[src/rtl/serial_subtractor_pkg.sv]
// Shared definitions for the bit-serial subtractor: FSM state encoding and
// the default operand width.
package serial_sub_pkg;

    typedef enum logic [1:0] {
        S_IDLE = 2'd0,
        S_RUN  = 2'd1,
        S_DONE = 2'd2
    } state_t;

    localparam int SUB_WIDTH_DEFAULT = 8;

endpackage

[src/rtl/serial_subtractor_if.sv]
// Start/done handshake and operand/result bus of the serial subtractor.
// The borrow_in signal exists only when SERIAL_SUB_BORROW_IN_EN is defined.
interface serial_subtractor_if #(
    parameter int WIDTH = 8
);
    logic             start;
    logic [WIDTH-1:0] a_in;
    logic [WIDTH-1:0] b_in;
`ifdef SERIAL_SUB_BORROW_IN_EN
    logic             borrow_in;
`endif
    logic             busy;
    logic             done;
    logic [WIDTH-1:0] diff_out;
    logic             borrow_out;

`ifdef SERIAL_SUB_BORROW_IN_EN
    modport master (
        output start, a_in, b_in, borrow_in,
        input  busy, done, diff_out, borrow_out
    );
    modport slave (
        input  start, a_in, b_in, borrow_in,
        output busy, done, diff_out, borrow_out
    );
`else
    modport master (
        output start, a_in, b_in,
        input  busy, done, diff_out, borrow_out
    );
    modport slave (
        input  start, a_in, b_in,
        output busy, done, diff_out, borrow_out
    );
`endif

endinterface

[src/rtl/serial_subtractor_fullsubractor.sv]
// One-bit full subtractor cell: diff = a - b - bin, bor set when the
// subtraction needs to borrow from the next bit.
module fullsubractor (
    input  logic a,
    input  logic b,
    input  logic bin,
    output logic diff,
    output logic bor
);

    // Purely combinational difference and borrow generation.
    always_comb begin
        diff = a ^ b ^ bin;
        bor  = (~a & b) | (~(a ^ b) & bin);
    end

endmodule

[src/rtl/serial_subtractor.sv]
// Bit-serial A - B, LSB first, one bit per clock, using a single
// fullsubractor cell fed from a registered borrow.
// Optional macro SERIAL_SUB_BORROW_IN_EN adds bus.borrow_in, loaded into the
// borrow register on the accepted start so words can be chained.
//
// state  | meaning
// -------+-------------------------------------------------------------
// S_IDLE | waiting for start; outputs hold the previous result
// S_RUN  | one result bit per edge, WIDTH edges
// S_DONE | done pulse for one cycle, then back to S_IDLE
module serial_subtractor
    import serial_sub_pkg::*;
#(
    parameter int WIDTH = SUB_WIDTH_DEFAULT
) (
    input  logic              clk,
    input  logic              rst,
    serial_subtractor_if.slave bus
);

    localparam int            CW       = $clog2(WIDTH);
    localparam logic [CW-1:0] CNT_LAST = CW'(WIDTH - 1);

    state_t           state;
    logic [WIDTH-1:0] a_sh;
    logic [WIDTH-1:0] b_sh;
    // Only the upper WIDTH-1 result bits need storing; the newest bit comes
    // straight from the cell on the final edge.
    logic [WIDTH-2:0] res_sh;
    logic [WIDTH-1:0] res_next;
    logic             borrow;
    logic [CW-1:0]    cnt;
    logic             busy_r;
    logic             done_r;
    logic [WIDTH-1:0] diff_r;
    logic             borrow_r;
    logic             cell_diff;
    logic             cell_bor;
    logic             borrow_load;

`ifdef SERIAL_SUB_BORROW_IN_EN
    assign borrow_load = bus.borrow_in;
`else
    assign borrow_load = 1'b0;
`endif

    fullsubractor u_cell (
        .a    (a_sh[0]),
        .b    (b_sh[0]),
        .bin  (borrow),
        .diff (cell_diff),
        .bor  (cell_bor)
    );

    assign res_next = {cell_diff, res_sh};

    // Sequencing, datapath shifting and registered handshake/result outputs.
    always_ff @(posedge clk or posedge rst) begin
        if (rst) begin
            state    <= S_IDLE;
            a_sh     <= '0;
            b_sh     <= '0;
            res_sh   <= '0;
            borrow   <= 1'b0;
            cnt      <= '0;
            busy_r   <= 1'b0;
            done_r   <= 1'b0;
            diff_r   <= '0;
            borrow_r <= 1'b0;
        end else begin
            case (state)
                S_IDLE: begin
                    if (bus.start) begin
                        a_sh   <= bus.a_in;
                        b_sh   <= bus.b_in;
                        borrow <= borrow_load;
                        cnt    <= '0;
                        res_sh <= '0;
                        busy_r <= 1'b1;
                        state  <= S_RUN;
                    end
                end
                S_RUN: begin
                    a_sh   <= a_sh >> 1;
                    b_sh   <= b_sh >> 1;
                    res_sh <= res_next[WIDTH-1:1];
                    borrow <= cell_bor;
                    if (cnt == CNT_LAST) begin
                        diff_r   <= res_next;
                        borrow_r <= cell_bor;
                        done_r   <= 1'b1;
                        state    <= S_DONE;
                    end else begin
                        cnt <= cnt + 1'b1;
                    end
                end
                S_DONE: begin
                    done_r <= 1'b0;
                    busy_r <= 1'b0;
                    state  <= S_IDLE;
                end
                default: begin
                    done_r <= 1'b0;
                    busy_r <= 1'b0;
                    state  <= S_IDLE;
                end
            endcase
        end
    end

    assign bus.busy       = busy_r;
    assign bus.done       = done_r;
    assign bus.diff_out   = diff_r;
    assign bus.borrow_out = borrow_r;

endmodule

[src/flat_wrapper.sv]
// flat-port wrapper written by rule: the top's interface ports become plain ports
module serial_subtractor_flat import serial_sub_pkg::*;
#(
    parameter int WIDTH = SUB_WIDTH_DEFAULT
)
  (clk, rst, bus_start, bus_a_in, bus_b_in, bus_busy, bus_done, bus_diff_out, bus_borrow_out);
  serial_subtractor_if #(.WIDTH(WIDTH)) bus_i ();
  input  logic clk;
  input  logic rst;
  input wire logic [$bits(bus_i.start)-1:0] bus_start;
  input wire logic [$bits(bus_i.a_in)-1:0] bus_a_in;
  input wire logic [$bits(bus_i.b_in)-1:0] bus_b_in;
  output wire logic [$bits(bus_i.busy)-1:0] bus_busy;
  output wire logic [$bits(bus_i.done)-1:0] bus_done;
  output wire logic [$bits(bus_i.diff_out)-1:0] bus_diff_out;
  output wire logic [$bits(bus_i.borrow_out)-1:0] bus_borrow_out;
  assign bus_i.start = bus_start;
  assign bus_i.a_in = bus_a_in;
  assign bus_i.b_in = bus_b_in;
  assign bus_busy = bus_i.busy;
  assign bus_done = bus_i.done;
  assign bus_diff_out = bus_i.diff_out;
  assign bus_borrow_out = bus_i.borrow_out;
  serial_subtractor #(.WIDTH(WIDTH)) u_core (.clk(clk), .rst(rst), .bus(bus_i));
endmodule
[config.mk]
export PLATFORM = sky130hd
export DESIGN_NAME = serial_subtractor_flat
export DESIGN_NICKNAME = d
export VERILOG_FILES = /design/src/rtl/serial_subtractor_pkg.sv /design/src/rtl/serial_subtractor_if.sv /design/src/rtl/serial_subtractor_fullsubractor.sv /design/src/rtl/serial_subtractor.sv /design/src/flat_wrapper.sv
export SDC_FILE = /design/constraint.sdc
export NUM_CORES = 1
export LEC_CHECK = 0
export BUFFER_PORTS_ARGS = -buffer_cell sky130_fd_sc_hd__buf_2
export CAP_MARGIN = 20
export CORE_MARGIN = 2
export CORE_UTILIZATION = 56
export CTS_CLUSTER_DIAMETER = 40
export DETAILED_ROUTE_END_ITERATION = 10
export GPL_ROUTABILITY_DRIVEN = 0
export PLACE_DENSITY = 0.78
export SYNTH_ARGS = -nofsm -noshare
export SYNTH_HDL_FRONTEND = slang
export SYNTH_SLANG_ARGS = --single-unit
[constraint.sdc]
create_clock -name clk -period 2 [get_ports clk]
set_input_delay 0.4 -clock clk [delete_from_list [all_inputs] [get_ports clk]]
set_output_delay 0.4 -clock clk [all_outputs]
set_load 0.05 [all_outputs]
# --- After elaboration in Yosys (flattened, before gate mapping) ---
# Cells that the tools add are included.
# Widths: inputs -> output; s select.
word_totals:
  register_bits: 40
  in_bits: 19
  output_inout_bits: 11
op_classes:
  reduce_logical: 8
  addsub: 1
  mux: 18
  n_eq_ne: 5
  n_bitwise: 9
op_table:
  columns: ["cell", "n"]
  rows:
  - ["$pmux 8 s2", 2]
  - ["$mux 8", 2]
  - ["$pmux 7 s2", 1]
  - ["$reduce_and 2->1", 5]
  - ["$mux 7", 1]
  - ["$mux 3", 2]
  - ["$pmux 1 s2", 3]
  - ["$pmux 3 s2", 1]
  - ["$mux 2", 2]
  - ["$ne 2x2->1 const B", 2]
  - ["$not 1->1", 4]
  - ["$pmux 2 s2", 1]
  - ["$add 3x1->3 const B", 1]
  - ["$eq 3x3->1 const B", 1]
  - ["$mux 1", 3]
  - ["$reduce_and 3->1", 1]
  - ["$and 1x1->1", 2]
  - ["$eq 2x1->1 const B", 1]
  - ["$logic_not 2->1", 1]
  - ["$ne 2x1->1 const B", 1]
  - ["$reduce_bool 2->1", 1]
  - ["$xor 1x1->1", 2]
  - ["$or 1x1->1", 1]

# --- Logic depth before layout (Yosys ltp) ---
depth:
  depth_word: 5
  ltp_mapped: 5
  mapped_depth_nobuf: 4

# --- Modules after synthesis ---
# A second synthesis with hierarchy kept.
unflattened:
  hier_cells: 160
  area_unflattened_um2: 1769.2
modules_own_cells:
  columns: ["module", "area_each_um2", "n_inst", "cells_per_inst"]
  rows:
  - ["serial_subtractor", 1737.9, 1, 156]
  - ["fullsubractor", 31.3, 1, 4]

# --- Least setup slack after synthesis ---
# Ideal clock, no wire load.
synth_timing:
  path_type: "flip-flop to flip-flop"
  from: "reg u_core.cnt[0]"
  to: "reg u_core.borrow_r (netlist: u_core.bus.borrow_out)"
  arrival_ns: 1.394
  stages_incl_launch_ff: 6
  path_slack_ns: 0.481
  cell_sequence: "dfrtp_1 ha_1 ha_1 nand3b_2 buf_6 mux2_4"
synth_between:
  elab_chain_len: 2
synth_lines:
  columns: ["element", "line_no", "rtl"]
  rows:
  - ["from (decl)", "serial_subtractor.sv:32", "logic [CW-1:0] cnt;"]
  - ["from (signal assigned)", "serial_subtractor.sv:94", "cnt <= cnt + 1'b1;"]
  - ["$eq 3x3->1", "serial_subtractor.sv:88", "if (cnt == CNT_LAST) begin"]
  - ["$reduce_and 2->1 (no line)", null, null]
  - ["to (signal assigned)", "serial_subtractor.sv:90", "borrow_r <= cell_bor;"]
  - ["to (decl)", "serial_subtractor.sv:36", "logic borrow_r;"]
# Every way passes these cells.
# A chain may end at the register's enable or synchronous reset.

# --- Worst setup path after layout ---
layout_timing:
  from: "reg u_core.cnt[0]"
  to: "reg u_core.diff_r[3] (netlist: u_core.bus.diff_out[3])"
layout_between:
  elab_chain_len: 2
layout_lines:
  columns: ["element", "line_no", "rtl"]
  rows:
  - ["$eq 3x3->1", "serial_subtractor.sv:88", null]
  - ["$reduce_and 2->1 (no line)", null, null]
  - ["to (signal assigned)", "serial_subtractor.sv:89", "diff_r <= res_next;"]
  - ["to (decl)", "serial_subtractor.sv:35", "logic [WIDTH-1:0] diff_r;"]
# Every way passes these cells.

==> impl_metrics.py <==
metrics = {
    "status": {
        "outcome": "finished clean",
    },
    "synth": {
        "synth_flop_cell": "dfrtp_1",
        "synth_top_family_by_area": "compound AO/OA/AOI/OAI gates",
        "synthDistinctLibCells": 25,
        "synth_seq_area_share_pct": 49.2,
        "synth_edf_count": 0,
        "netlist_instances": 150,
        "synth_simple_gate_area_share_pct": 16.0,
        "synth_area_per_cell_um2": 13.6,
        "yosys.area_share.xor_xnor_pct": 0,
        "synth_area_leaders": "dfrtp_1 (49%), a221oi_2 (8.9%), nor4b_2 (8.9%), mux2_4 (6.6%), a22o_1 (4.3%)",
        "syn_area_um2": 2030,
        "yosys-top-cells-count": "dfrtp_1 (40), inv_1 (18), a221oi_2 (12), nor2_1 (12), nor4b_2 (12)",
        "yosys_warnings": 0,
        "synthMuxAreaShare_pct": 6.65,
        "synth_top_cell_by_area": "dfrtp_1",
        "synth_top_area_share_pct": 49.2,
        "synthArstFlopShare_pct": 100,
        "synthAdderAreaFrac_pct": 2.22,
        "synth_nets": 172,
        "synth_most_common_cell": "dfrtp_1",
        "synth_seq_cells": 40,
        "synth_compound_area_share_pct": 17.0,
    },
    "route": {
        "drcViolationCount": 0,
        "viasPerCell": 5.73,
        "wire_per_inst_um": 16.1,
        "drt_iter0_drc": 92,
        "vias": 1283,
        "first_pass_iters": 4,
        "final_antenna_net_count": 0,
        "wirelength_um": 3600,
    },
    "sta": {
        "fmax_mhz": 581,
        "worst_pin_slew_ns": 0.818,
        "timing.hold.ws_ns": 0.165,
        "period_needed_ns": 1.72,
        "fin_setup_tns_ns": 0,
        "fin_crit_sh_pct": 86.1,
        "setup_slack_ns": 0.277,
        "slew_headroom_pct": 45.3,
        "slew_violations": 0,
        "hold_viol_final": 0,
        "rsz0062_at_grt": "false",
        "setup_violations": 0,
        "finClkSkew_ns": 0.00943,
    },
    "floorplan": {
        "core_um2": 3420,
        "die_w_um": 64.3,
        "io_pins": 30,
        "fp.dieH_um": 64.3,
        "start_util_pct": 59.5,
        "num_rows": 21,
        "dieArea_um2": 4130,
    },
    "clock_tree": {
        "cts_setup_buffers": 0,
        "clock_path_buffers": 2,
        "path_clk_slew_ns": 0.12,
        "cts-root-buf": "clkbuf_4",
        "post_cts_resized": 0,
        "hold_buffers": 0,
        "cts_buffers": 5,
        "htree_levels": 2,
        "tritoncts": "yes",
        "clock_sinks": 40,
        "worstSkewPairLatency_ns": 0.35,
    },
    "final_layout": {
        "diodes": 0,
        "drive_gt1_share_pct": 43.3,
        "final_nets": 200,
        "area_growth_pct": 10.8,
        "fin_util_pct": 66.0,
    },
    "power": {
        "p_leak_nw": 1.09,
        "powerDensity_nw_per_um2": 1690,
        "power.total_mw": 3.80,
        "vdd_drop_max_uv": 718,
    },
    "critical_path": {
        "cp_max_fo": 10,
        "arrival_ns": 1.97,
        "end_kind": "register",
        "rrSetupSlack_ns": 0.28,
        "worstReg2RegEnd": "u_core.bus.diff_out[3]",
        "worstSetupPathType": "register to register",
        "reg2regPathDepth": 4,
        "r2r_start": "u_core.cnt[0]",
        "required_ns": 2.24,
        "startpoint_type": "register",
    },
    "flow_run": {
        "cap_violations": 0,
    },
    "worst_hold_path": {
        "min-delay-path-class": "input port to async pin",
    },
    "grt": {
        "grt_pass1_wl_um": 6120,
        "grt_pass1_vias": 1308,
        "grt_max_degree": 41,
        "grt_usage_pct": 20.0,
        "grt-ovfl-total": 0,
        "antenna_found_initial": 0,
    },
    "placed_design": {
        "port_buffers": 29,
        "place_hpwl_um": 2450,
        "dp_slack_ns": 0.290,
    },
}
==> cells in the final DEF (no fill, tap or decap), drive strengths merged <==
cell    synthesis  routed
a211o           3       3
a21oi           3       3
a221oi         14      14
a22o           10      10
and2b           1       1
and3            3       3
buf            11      33
bufinv          0       2
clkbuf          1       5
dfrtp          40      40
fa              1       1
ha              2       2
inv            19      19
mux2            9       9
nand2b          1       1
nand3b          1       1
nor2           12      12
nor3b           1       1
nor4b          15      15
nor4bb          2       2
o21bai          1       1
==> critical path: stages, from the launching register on <==
cell and delay, ns:
dfrtp_1 0.40, ha_1 0.16, ha_1 0.31, nand3b_2 0.34, mux2_4 0.40
==> power breakdown <==
| part | internal, mW | switching [mW] |
|---|---|---|
| sequential | 1.17 | 0.227 |
| clock | 0.383 | 0.263 |
| combinational | 0.738 | 1.02 |
| total | 2.29 | 1.51 |
==> layout make-up <==
cell class	count	area (um^2)
fill	278	1160
clock buffer	5	37.5
clock inverter	2	60.1
timing repair buffer	33	175
inverter	19	71.3
multi-input combinational	79	851
tap	46	57.6
sequential	40	1000
==> kinds of logic (layout without fill, tap and decap cells) <==
group / count (synthesis) / in the layout
flip-flops: 40 / 40
buffers and inverters: 31 / 59
AO/OA/AOI/OAI: 31 / 31
multiplexers: 9 / 9
AND/OR/NAND/NOR: 36 / 36
adder cells (fa/ha/maj): 3 / 3
==> routing by layer <==
metal / up-vias / track usage, % / share of wire [%]
met2: 29 / 33.1 / 52
li1: 604 / - / -
met5: - / 0 / 0
met3: 8 / 4.23 / 3.2
met1: 642 / 25.1 / 43
met4: 0 / 9.57 / 2.1
==> how the worst max path moves through the flow <==
| stage | cells after the start | slack [ns] | to | startpoint |
|---|---|---|---|---|
| 6_report | 4 | 0.28 | u_core.bus.diff_out[3] | u_core.cnt[0] |
| 5_1_grt | 4 | 0.17 | u_core.bus.diff_out[3] | u_core.cnt[0] |
| 4_1_cts | 4 | 0.28 | u_core.bus.diff_out[3] | u_core.cnt[0] |
| 3_5_place_dp | 4 | 0.29 | u_core.bus.diff_out[3] | u_core.cnt[0] |
| 3_3_place_gp | 4 | 0.37 | u_core.bus.borrow_out | u_core.cnt[0] |
| 2_1_floorplan | 5 | 0.48 | u_core.bus.borrow_out | u_core.cnt[0] |
==> registers in the layout, indices dropped and copies added, names as in the netlist <==
register,count
u_core.bus.busy,1
u_core.bus.done,1
u_core.bus.diff_out,8
u_core.b_sh,8
u_core.cnt,3
u_core.a_sh,8
u_core.res_sh,7
u_core.bus.borrow_out,1
u_core.borrow,1
u_core.state,2
==> per-stage QoR <==
stage          std cells  area [um^2]
3_3_place_gp         217         2160
3_5_place_dp         217         2160
6_report             224         2250
5_1_grt              224         2250
4_1_cts              224         2250
2_1_floorplan        150         2030
No activity file was read; power rests on OpenSTA's default activity.
